==> src/rtl/rs232c_pkg.sv <==
// Shared types and constants for the RS-232C transmit stream: FSM states,
// parity encodings, line levels and the parity helper.
package rs232c_pkg;

    typedef enum logic [2:0] {
        IDLE,
        START,
        DATA,
        PARITY,
        STOP
    } tx_state_e;

    typedef enum logic [1:0] {
        PAR_NONE = 2'b00,
        PAR_EVEN = 2'b01,
        PAR_ODD  = 2'b10,
        PAR_MARK = 2'b11
    } parity_mode_e;

    localparam logic DEFAULT_BIT = 1'b1;
    localparam logic START_BIT   = 1'b0;
    localparam logic STOP_BIT    = 1'b1;

    localparam int MAX_DATA_WIDTH = 9;

    // Callers zero-extend narrower words; padding zeros leave the XOR unchanged.
    function automatic logic parity_bit(input logic [MAX_DATA_WIDTH-1:0] data,
                                        input parity_mode_e              mode);
        case (mode)
            PAR_EVEN: return ^data;
            PAR_ODD:  return ~(^data);
            default:  return 1'b1;
        endcase
    endfunction

endpackage

==> src/rtl/rs232c_tx_stream_sync_fifo.sv <==
// Single-clock FIFO with fall-through read data and a registered occupancy level.
module sync_fifo #(
    parameter int DATA_WIDTH = 8,
    parameter int DEPTH      = 16
) (
    input  logic                    clk,
    input  logic                    rst,
    input  logic                    push,
    input  logic [DATA_WIDTH-1:0]   push_data,
    input  logic                    pop,
    output logic [DATA_WIDTH-1:0]   pop_data,
    output logic                    full,
    output logic                    empty,
    output logic [$clog2(DEPTH):0]  level
);

    localparam int PTR_W = $clog2(DEPTH);
    localparam int LVL_W = PTR_W + 1;

    logic [DATA_WIDTH-1:0] mem_q [DEPTH];
    logic [PTR_W-1:0]      wr_ptr_q, wr_ptr_d;
    logic [PTR_W-1:0]      rd_ptr_q, rd_ptr_d;
    logic [LVL_W-1:0]      level_q, level_d;
    logic                  do_push, do_pop;

    assign full     = (level_q == LVL_W'(DEPTH));
    assign empty    = (level_q == '0);
    assign level    = level_q;
    assign pop_data = mem_q[rd_ptr_q];

    // NOTE: every variable assigned here gets a default first so no latch is inferred.
    always_comb begin
        do_push  = push && !full;
        do_pop   = pop && !empty;
        wr_ptr_d = wr_ptr_q + PTR_W'(do_push);
        rd_ptr_d = rd_ptr_q + PTR_W'(do_pop);
        level_d  = level_q;
        if (do_push && !do_pop) begin
            level_d = level_q + LVL_W'(1);
        end else if (!do_push && do_pop) begin
            level_d = level_q - LVL_W'(1);
        end
    end

    // NOTE: sequential state uses non-blocking assignments so all flops update together.
    always_ff @(posedge clk or posedge rst) begin
        if (rst) begin
            wr_ptr_q <= '0;
            rd_ptr_q <= '0;
            level_q  <= '0;
        end else begin
            wr_ptr_q <= wr_ptr_d;
            rd_ptr_q <= rd_ptr_d;
            level_q  <= level_d;
        end
    end

    // NOTE: storage is not reset; pointers and level alone define which entries are valid.
    always_ff @(posedge clk) begin
        if (do_push) begin
            mem_q[wr_ptr_q] <= push_data;
        end
    end

endmodule

==> src/rtl/rs232c_tx_stream.sv <==
// Buffered RS-232C transmitter: words queue in a FIFO and are sent as
// start / data (LSB first) / optional parity / 1-2 stop frames.
module rs232c_tx_stream
    import rs232c_pkg::*;
#(
    parameter int DATA_WIDTH = 8,
    parameter int FIFO_DEPTH = 16,
    parameter int DIV_WIDTH  = 32
) (
    input  logic                          clk,
    input  logic                          rst,
    input  logic [DATA_WIDTH-1:0]         s_data,
    input  logic                          s_valid,
    output logic                          s_ready,
    input  logic [DIV_WIDTH-1:0]          baud_div,
    input  logic [1:0]                    parity_mode,
    input  logic                          two_stop,
    output logic                          txd,
    output logic                          t_busy,
    output logic [$clog2(FIFO_DEPTH):0]   fifo_level
);

    localparam int IDX_W = (DATA_WIDTH > 1) ? $clog2(DATA_WIDTH) : 1;

    tx_state_e             state_q, state_d;
    logic [DIV_WIDTH-1:0]  cnt_q, cnt_d;
    logic [DIV_WIDTH-1:0]  baud_q, baud_d;
    logic [IDX_W-1:0]      bit_idx_q, bit_idx_d;
    logic                  stop_idx_q, stop_idx_d;
    logic [DATA_WIDTH-1:0] word_q, word_d;
    parity_mode_e          mode_q, mode_d;
    logic                  two_stop_q, two_stop_d;
    logic                  txd_q, txd_d;
    logic                  t_busy_q, t_busy_d;

    logic                  fifo_push, fifo_pop, fifo_full, fifo_empty;
    logic [DATA_WIDTH-1:0] fifo_rd_data;
    logic                  bit_done, start_frame;

    // Counter reload for one bit time of max(div, 2) cycles.
    function automatic logic [DIV_WIDTH-1:0] bit_reload(input logic [DIV_WIDTH-1:0] div);
        return (div < DIV_WIDTH'(2)) ? DIV_WIDTH'(1) : div - DIV_WIDTH'(1);
    endfunction

    assign s_ready   = !fifo_full;
    assign fifo_push = s_valid && s_ready;
    assign txd       = txd_q;
    assign t_busy    = t_busy_q;

    sync_fifo #(
        .DATA_WIDTH (DATA_WIDTH),
        .DEPTH      (FIFO_DEPTH)
    ) u_fifo (
        .clk       (clk),
        .rst       (rst),
        .push      (fifo_push),
        .push_data (s_data),
        .pop       (fifo_pop),
        .pop_data  (fifo_rd_data),
        .full      (fifo_full),
        .empty     (fifo_empty),
        .level     (fifo_level)
    );

    always_ff @(posedge clk or posedge rst) begin
        if (rst) begin
            state_q    <= IDLE;
            cnt_q      <= '0;
            baud_q     <= '0;
            bit_idx_q  <= '0;
            stop_idx_q <= 1'b0;
            word_q     <= '0;
            mode_q     <= PAR_NONE;
            two_stop_q <= 1'b0;
            txd_q      <= DEFAULT_BIT;
            t_busy_q   <= 1'b0;
        end else begin
            state_q    <= state_d;
            cnt_q      <= cnt_d;
            baud_q     <= baud_d;
            bit_idx_q  <= bit_idx_d;
            stop_idx_q <= stop_idx_d;
            word_q     <= word_d;
            mode_q     <= mode_d;
            two_stop_q <= two_stop_d;
            txd_q      <= txd_d;
            t_busy_q   <= t_busy_d;
        end
    end

    always_comb begin
        state_d     = state_q;
        cnt_d       = cnt_q;
        baud_d      = baud_q;
        bit_idx_d   = bit_idx_q;
        stop_idx_d  = stop_idx_q;
        word_d      = word_q;
        mode_d      = mode_q;
        two_stop_d  = two_stop_q;
        fifo_pop    = 1'b0;
        start_frame = 1'b0;
        bit_done    = (cnt_q == '0);

        if (state_q != IDLE) begin
            cnt_d = bit_done ? bit_reload(baud_q) : cnt_q - DIV_WIDTH'(1);
        end

        case (state_q)
            IDLE: begin
                start_frame = !fifo_empty;
            end
            START: begin
                if (bit_done) begin
                    state_d   = DATA;
                    bit_idx_d = '0;
                end
            end
            DATA: begin
                if (bit_done) begin
                    if (bit_idx_q == IDX_W'(DATA_WIDTH - 1)) begin
                        state_d    = (mode_q != PAR_NONE) ? PARITY : STOP;
                        stop_idx_d = 1'b0;
                    end else begin
                        bit_idx_d = bit_idx_q + IDX_W'(1);
                    end
                end
            end
            PARITY: begin
                if (bit_done) begin
                    state_d    = STOP;
                    stop_idx_d = 1'b0;
                end
            end
            STOP: begin
                if (bit_done) begin
                    if (two_stop_q && !stop_idx_q) begin
                        stop_idx_d = 1'b1;
                    end else if (!fifo_empty) begin
                        start_frame = 1'b1;
                    end else begin
                        state_d = IDLE;
                    end
                end
            end
            default: state_d = IDLE;
        endcase

        // Frame settings are captured only here, so mid-frame input changes wait for the next word.
        if (start_frame) begin
            fifo_pop   = 1'b1;
            state_d    = START;
            word_d     = fifo_rd_data;
            mode_d     = parity_mode_e'(parity_mode);
            two_stop_d = two_stop;
            baud_d     = baud_div;
            cnt_d      = bit_reload(baud_div);
            bit_idx_d  = '0;
            stop_idx_d = 1'b0;
        end
    end

    // Outputs are registered from the current state, so txd trails the state by one cycle.
    always_comb begin
        t_busy_d = (state_q != IDLE);
        txd_d    = DEFAULT_BIT;
        case (state_q)
            START:   txd_d = START_BIT;
            DATA:    txd_d = word_q[bit_idx_q];
            PARITY:  txd_d = parity_bit(MAX_DATA_WIDTH'(word_q), mode_q);
            STOP:    txd_d = STOP_BIT;
            default: txd_d = DEFAULT_BIT;
        endcase
    end

endmodule

==> config.mk <==
export PLATFORM = sky130hd
export DESIGN_NAME = rs232c_tx_stream
export DESIGN_NICKNAME = d
export VERILOG_FILES = /design/src/rtl/rs232c_pkg.sv /design/src/rtl/rs232c_tx_stream_sync_fifo.sv /design/src/rtl/rs232c_tx_stream.sv
export SDC_FILE = /design/constraint.sdc
export NUM_CORES = 1
export LEC_CHECK = 0
export CAP_MARGIN = 15
export CORE_UTILIZATION = 64
export DETAILED_ROUTE_END_ITERATION = 8
export GPL_TIMING_DRIVEN = 0
export PLACE_DENSITY = 0.94
export SETUP_SLACK_MARGIN = 0.3
export SYNTH_ARGS = -nofsm -noshare
export SYNTH_HDL_FRONTEND = slang
export SYNTH_HIERARCHICAL = 1
export SYNTH_SLANG_ARGS = --single-unit
==> constraint.sdc <==
create_clock -name clk -period 11.5 [get_ports clk]
set_clock_uncertainty 0.2 [all_clocks]
set_input_delay 2.875 -clock clk [delete_from_list [all_inputs] [get_ports clk]]
set_output_delay 2.875 -clock clk [all_outputs]
set_load 0.01 [all_outputs]
==> results of run 1 <==
[stage by stage]
| stage | hold slack, ps | area (um^2) | instances |
|---|---|---|---|
| 3_3_place_gp | 266.0 | 12540 | 1326 |
| 6_report | 292.4 | 13360 | 1374 |
| 5_1_grt | 330.6 | 13360 | 1374 |
| 3_5_place_dp | 288.0 | 12590 | 1330 |
| 4_1_cts | 307.1 | 13340 | 1372 |
| 2_1_floorplan | 230.9 | 11720 | 1044 |
[where the power goes]
group          internal, mW  switching [mW]  leakage (nW)
Combinational         0.150           0.218          2.27
Clock                 0.437           0.322         0.378
Sequential            0.952          0.0793          2.30
Total                  1.54           0.619          4.95
[per-layer routing]
metal	routed length [um]	global-route usage, %	vias up
met4	2175	21.79	0
met2	16660	62.26	626
li1	-	-	4070
met3	2851	5.923	194
met5	0	0	-
met1	11620	43.30	4528
[registers in the layout, summed over array words and instances (netlist names)]
| signal | cells |
|---|---|
| baud_q | 32 |
| bit_idx_q | 3 |
| cnt_q | 32 |
| mode_q | 2 |
| state_q | 3 |
| stop_idx_q | 1 |
| t_busy | 1 |
| two_stop_q | 1 |
| txd | 1 |
| u_fifo/level | 5 |
| u_fifo/mem_q | 128 |
| u_fifo/rd_ptr_q | 4 |
| u_fifo/wr_ptr_q | 4 |
| word_q | 8 |
[worst register-to-register path: cells and delay by family, from the launching register on]
kind | cells | cell delay, ps
and+or+nand+nor | 6 | 2160
AOI/OAI and AO/OA | 4 | 960
buffers and inverters | 3 | 640
adders and majority gates | 2 | 630
DFF | 1 | 450
[cells by family (layout without fill, tap and decap cells)]
kind of cell               after synthesis  count (layout)
buffers and inverters                   65             166
xor gates and xnor gates                72              72
muxes                                   42              42
adders and majority gates               17              17
AOI/OAI and AO/OA                      172             172
and+or+nand+nor                        451             451
DFF                                    225             225
[Yosys cell counts, types with 26 or more instances]
library cell    n
nor3_1         40
nor2_1         71
dfrtp_1        96
a22oi_1        26
a21oi_1        35
o21ai_0        41
xor2_1         47
nor4_1         40
edfxtp_1      128
nand2_1       163
nand3_1        32
[worst min-delay path by stage]
stage,slack (ps),from,to
after floorplan,230,two_stop_q$_DFFE_PP0P_,two_stop_q$_DFFE_PP0P_
after global placement,270,two_stop_q$_DFFE_PP0P_,two_stop_q$_DFFE_PP0P_
after detailed placement,290,two_stop_q$_DFFE_PP0P_,two_stop_q$_DFFE_PP0P_
after CTS,310,two_stop_q$_DFFE_PP0P_,two_stop_q$_DFFE_PP0P_
after global routing,330,stop_idx_q$_DFFE_PP0P_,stop_idx_q$_DFFE_PP0P_
final,290,two_stop_q$_DFFE_PP0P_,two_stop_q$_DFFE_PP0P_
[cells in the final DEF, fill, tap and decap left out, types with 17 or more instances in the layout]
master	Yosys	layout
clkdlybuf4s50_1	0	53
nor2_1	71	71
mux4_2	25	25
a22oi_1	26	26
clkbuf_16	0	23
a21oi_1	35	35
nand3_1	32	32
buf_2	16	17
xor2_1	47	47
edfxtp_1	128	128
o21ai_0	41	41
nor3_1	40	40
nor4_1	40	39
clkbuf_1	23	29
nand2_1	163	163
dfrtp_1	96	96
xnor2_1	25	25
[layout make-up]
class	count	share of cell area (%)
flip-flops and latches	225	46.94
multi-input cells	754	38.45
clock buffers	32	4.785
repair buffers	59	4.439
well taps	229	2.144
plain buffers	47	1.845
clock inverters	10	0.8615
inverters	18	0.5338
==> summary.md, run 1 <==
| Metric | Value |
|---|---|
| Run status | completed |
| Worst r2r src | u_fifo/level[0]$_DFFE_PP0P_ |
| Vias in the first global route | 9,097 |
| Reg-to-reg endpoint | u_fifo/level[4]$_DFFE_PP0P_ |
| Final hold violation count | 0 |
| DPL Wire Length | 22,420 um |
| Core area | 0.01796 mm^2 |
| Largest net degree at the start of global routing | 52 |
| Most used DFF post-synth | edfxtp_1 |
| WHS Path Cells | 2 |
| Clock transition at the registers of the reported paths | 60 ps |
| Place WS | 4612 ps |
| Synth area leaders | edfxtp_1 (33%), dfrtp_1 (20%), nand2_1 (5.2%), mux4_2 (4.8%), xor2_1 (3.5%) |
| Synth Area in Compound Gates | 9.833% |
| Distinct cells, synth | 81 |
| Largest fanout on the critical path | 10 |
| Reg area | 0.006272 mm^2 |
| Area leader, netlist | edfxtp_1 |
| CTS Hold Bufs | 0 |
| Synth top area share | 32.80% |
| Post-synth net total | 1,107 |
| TritonCTS buffer count | 23 |
| Global-route wire length before repair | 50,380 um |
| Rel. slew slack | 16.41% |
| Worst setup path startpoint | baud_div[8] |
| FMAX | 171.2 MHz |
| Crit path cell chain | clkdlybuf4s50_1 -> nor4_2 -> nand3_1 -> or3_1 -> a21boi_4 -> buf_4 -> a22oi_1 -> o21ai_0 |
| Slowest CP cell | nor4_2 |
| Top delay family on crit path | simple AND/OR/NAND/NOR gates |
| DR WL/cell | 24.24 um |
| Routed vias/inst | 6.854 |
| Worst-Skew Late Latency | 540 ps |
| Simple-gate share of the synthesized area | 19.56% |
| Max-cap violations | 0 |
| Crit. path cell count | 8 |
| Worst EP required | 11,680 ps |
| Remaining DRCs | 0 |
| Syn. warnings | 6 |
| Die area | 0.01886 mm^2 |
| Layout Area Growth over Synthesis | 14.02% |
| Multiplexer share of the synthesized area | 7.132% |
| Post-route minimum period | 5840 ps |
| Fillers | 1,166 |
| Routability Congestion | 0.9943 |
| Clock sinks | 225 |
| Util after Layout | 74.38% |
| Antenna violations before repair | 0 |
| Overflow left after global routing | 0 |
| Final wirelength | 33,300 um |
| Final Power | 2.157 mW |
| Final setup TNS | 0 ps |
| Antenna diode count | 0 |
| Multi-input gate area | 0.005137 mm^2 |
| Post-synthesis xor/xnor area fraction | 5.381% |
| Critical path endpoint | cnt_q[20]$_DFFE_PP0P_ |
| Post-route ant nets | 0 |
| Synth Register Bits | 225 |
| Nets | 1,191 |
| Die height | 137.3 um |
| Initial DRC count | 1,108 |
| IO Count | 54 |
| Setup violations, final | 0 |
| Worst EP arrival | 6020 ps |
| Worst Hold Class | flip-flop to flip-flop |
| Syn avg cell area | 11.22 um^2 |
| RSZ-0062 raised after global routing | no |
| Worst Tran Pin Value | 1251 ps |
| Row cnt | 49 |
| Largest stage delay on the critical path | 840 ps |
| Worst Setup Start Kind | primary input |
| Post-CTS Setup Bufs | 0 |
| R2R cell count | 15 |
| First-pass DRT Iterations | 5 |
| Die width | 137.3 um |
| Critical path class | primary input to flip-flop |
| Mapped Area | 0.01172 mm^2 |
| Syn Inst Count | 1,044 |
| Final worst-path cycle share | 50.78% |
| CTS tree | yes |
| Via Count | 9,418 |
| Final worst setup slack | 5660 ps |
| CP endpoint kind | flip-flop |
| Initial core utilization | 65.24% |
| Largest family of logic cells by synthesized area | simple AND/OR/NAND/NOR gates |
| Fraction of layout cells with a size suffix above 1 | 11.70% |
| Fin. max-slew vios | 0 |
| Sequential area share after synthesis | 53.52% |
| CTS H-tree lvls | 1 |
| Synth Area in Adders | 1.879% |
| Leakage | 4.947 nW |
| Worst VDD drop | 0.0002033 V |
| Port Buffer Count | 53 |
| Post-synth EDFFs | 128 |
| CTS Root Cell | clkbuf_16 |
| Total track usage | 36.36% |
| Reg2reg setup slack | 6340 ps |
| Power per Cell Area | 161.5 mW/mm^2 |
| Buf/Inv on CP | 2 |
| Clock Path Buffers | 3 |
| Post-CTS Resized | 0 |
| Synth async-reset ratio | 43.11% |
(Power assumes the default switching activity.)
==> run 2: changes to the inputs <==
--- a/config.mk
+++ b/config.mk
@@ -6,10 +6,10 @@
 export NUM_CORES = 1
 export LEC_CHECK = 0
 export CAP_MARGIN = 15
-export CORE_UTILIZATION = 64
+export CORE_UTILIZATION = 61
 export DETAILED_ROUTE_END_ITERATION = 8
 export GPL_TIMING_DRIVEN = 0
-export PLACE_DENSITY = 0.94
+export PLACE_DENSITY = 0.9
 export SETUP_SLACK_MARGIN = 0.3
 export SYNTH_ARGS = -nofsm -noshare
 export SYNTH_HDL_FRONTEND = slang
==> constraint.sdc (replaced) <==
create_clock -name clk -period 5.9 [get_ports clk]
set_clock_uncertainty 0.2 [all_clocks]
set_input_delay 1.475 -clock clk [delete_from_list [all_inputs] [get_ports clk]]
set_output_delay 1.475 -clock clk [all_outputs]
set_load 0.01 [all_outputs]
==> run 2 against run 1 <==
Critical path depth is 7 higher. Via count is 1.3% lower. Sequential share of layout area is 0.19 points lower. Register-to-register slack worse by 5500 ps. Clock-buffer cell count is 2 lower. Sequential power is 95% higher. Die area is 4.8% higher. Worst setup slack worse by 4800 ps. Design area is 0.40% higher. Total power is 97% higher. Largest power group unchanged. Highest routed layer unchanged.
==> summary.md, run 2 (synthesized netlist as in run 1, its figures left out) <==
| Metric | Value |
|---|---|
| Run status | completed |
| Final hold violation count | 0 (unchanged) |
| Worst Hold Class | flip-flop to flip-flop |
| Sw Share | 27.74% (-0.95 points) |
| CP endpoint kind | flip-flop |
| Clock Path Buffers | 3 (unchanged) |
| Worst EP required | 6110 ps (-5570 ps) |
| Final worst-path cycle share | 86.23% |
| Critical path class | flip-flop to flip-flop |
| IO Count | 54 (unchanged) |
| Layout Area Growth over Synthesis | 14.48% |
| Rel. slew slack | 29.19% (+13 points) |
| Clock sinks | 225 (unchanged) |
| CTS Root Cell | clkbuf_16 |
| Antenna violations before repair | 0 (unchanged) |
| Largest fanout on the critical path | 10 (unchanged) |
| Post-CTS Resized | 0 (unchanged) |
| Global-route wire length before repair | 50,490 um (+0.22%) |
| Initial DRC count | 1,101 (-0.63%) |
| CTS tree | yes |
| Initial core utilization | 62.44% (-2.8 points) |
| Core area | 0.01877 mm^2 (+4.5%) |
| Die height | 140.6 um (+2.4%) |
| Top flop regs | u_fifo/mem_q: 128 flops, baud_q: 32 flops, cnt_q: 32 flops |
| Port Buffer Count | 53 (unchanged) |
| RSZ-0062 raised after global routing | no |
| Overflow left after global routing | 0 (unchanged) |
| DPL Wire Length | 22,440 um (about the same) |
| CTS Hold Bufs | 0 (unchanged) |
| Row cnt | 50 (+2.0%) |
| Hold Slack | 284.5 ps (-7.952 ps) |
| Fin. max-slew vios | 0 (unchanged) |
| Total track usage | 33.75% (-2.6 points) |
| Power per Cell Area | 316.5 mW/mm^2 (+96%) |
| Worst Setup Start Kind | flip-flop |
| Vias in the first global route | 9,287 (+2.1%) |
| Via Count | 9,298 (-1.3%) |
| Final setup TNS | 0 ps (unchanged) |
| Largest net degree at the start of global routing | 54 (+3.8%) |
| Nets | 1,192 (+0.084%) |
| WHS Path Cells | 2 (unchanged) |
| Worst EP arrival | 5300 ps (-720 ps) |
| P_sw | 1.178 mW (+90%) |
| Remaining DRCs | 0 (unchanged) |
| Comb pwr share | 16.1% (-0.9 points) |
| Clk network pwr share | 36.6% (+1.4 points) |
| Worst VDD drop | 0.0003978 V (+96%) |
| Clock transition at the registers of the reported paths | 60 ps (about the same) |
| Fillers | 1,283 (+10%) |
| DR WL/cell | 23.71 um (-2.2%) |
| R2R cell count | 15 (unchanged) |
| Fraction of layout cells with a size suffix above 1 | 11.69% (about the same) |
| Die area | 0.01977 mm^2 (+4.8%) |
| Routability Congestion | 0.9879 (-0.64%) |
| CTS H-tree lvls | 1 (unchanged) |
| Setup violations, final | 0 (unchanged) |
| Worst-Skew Late Latency | 540 ps (about the same) |
| P_int | 3.068 mW (+99%) |
| Die width | 140.6 um (+2.4%) |
| Final wirelength | 32,720 um (-1.7%) |
| Post-CTS Setup Bufs | 0 (unchanged) |
| Max reg flops | 128 (unchanged) |
| Reg power frac | 47.3% (-0.5 points) |
| TritonCTS buffer count | 23 (unchanged) |
| FMAX | 196.6 MHz |
| Post-route minimum period | 5088 ps |
| Leakage | 4.957 nW (+0.19%) |
| Antenna diode count | 0 (unchanged) |
| Most common cell after layout, fill and taps aside | nand2_1 |
| Commonest non-fill, non-tap cells in the layout | nand2_1 (163), edfxtp_1 (128), dfrtp_1 (96) |
| Worst Tran Pin Value | 1052 ps (-198.6 ps) |
| Post-route ant nets | 0 (unchanged) |
| First-pass DRT Iterations | 6 (+1) |
| Reg with most FFs | u_fifo/mem_q |
| Routed vias/inst | 6.738 (-1.7%) |
| Max-cap violations | 0 (unchanged) |
-- run 2: cell types whose count changed in the layout (fill, tap and decap cells not counted), sizes merged --
cell	change
buf	+1
bufinv	+2
clkbuf	-2
clkinv	-3
clkinvlp	+3
-- run 2: worst paths after layout --
path                                             start                           to  slack [ps]
setup reg to reg           u_fifo/level[0]$_DFFE_PP0P_  u_fifo/level[4]$_DFFE_PP0P_         810
max in group asynchronous                          rst             t_busy$_DFF_PP0_        3740
setup / recovery           u_fifo/level[0]$_DFFE_PP0P_  u_fifo/level[4]$_DFFE_PP0P_         810
hold reg to reg                 two_stop_q$_DFFE_PP0P_       two_stop_q$_DFFE_PP0P_         280
hold / removal                  two_stop_q$_DFFE_PP0P_       two_stop_q$_DFFE_PP0P_         280
min in group asynchronous                          rst        cnt_q[28]$_DFFE_PP0P_        1130
-- run 2: power by group through the flow --
stage                     logic (mW)  clock network (mW)  registers (mW)
after global placement         0.624                   0            2.01
after floorplan                0.434                   0            1.99
final                          0.683                1.55            2.01
after detailed placement       0.667                   0            2.03
after CTS                      0.671                1.57            2.00
after global routing           0.736                1.63            2.03
-- run 2: area by class of cell --
| class | count | area [um^2] | area share, % |
|---|---|---|---|
| flip-flops and latches | 225 | 6272 | 46.75 |
| multi-input cells | 754 | 5137 | 38.30 |
| clock buffers | 30 | 621.8 | 4.635 |
| repair buffers | 60 | 593.1 | 4.421 |
| well taps | 234 | 292.8 | 2.182 |
| plain buffers | 47 | 246.5 | 1.837 |
| clock inverters | 12 | 180.2 | 1.343 |
| inverters | 18 | 71.32 | 0.5316 |
-- run 2: routing by layer --
metal,global-route usage [%],vias to the layer above,wire length [um]
met5,0,-,0
met3,6.352,138,2700
met1,39.24,4512,11720
met2,58.44,573,16360
li1,-,4075,-
met4,20.25,0,1944
-- run 2: stage by stage --
| stage | std cells | power, mW | setup slack (ps) | instance area [um^2] | util (%) |
|---|---|---|---|---|---|
| 4_1_cts | 1378 | 4.241 | 892.1 | 13400 | 71.38 |
| 5_1_grt | 1380 | 4.390 | 617.9 | 13420 | 71.48 |
| 3_3_place_gp | 1331 | 2.638 | 557.8 | 12540 | 66.83 |
| 6_report | 1380 | 4.246 | 812.2 | 13420 | 71.48 |
| 3_5_place_dp | 1336 | 2.694 | 634.2 | 12590 | 67.11 |
| 2_1_floorplan | 1044 | 2.425 | 1896 | 11720 | - |
-- run 2: critical path, cell delays in order, from the launching register on --
cell	delay, ps
dfrtp_1	430
or4_1	590
nor2_1	660
nor3_1	240
and4_1	320
nor2_1	200
clkinv_2	240
buf_2	300
o21ai_1	150
ha_1	270
inv_1	130
ha_1	330
nor2b_1	150
o21a_1	210
o211a_1	230
a311o_1	320
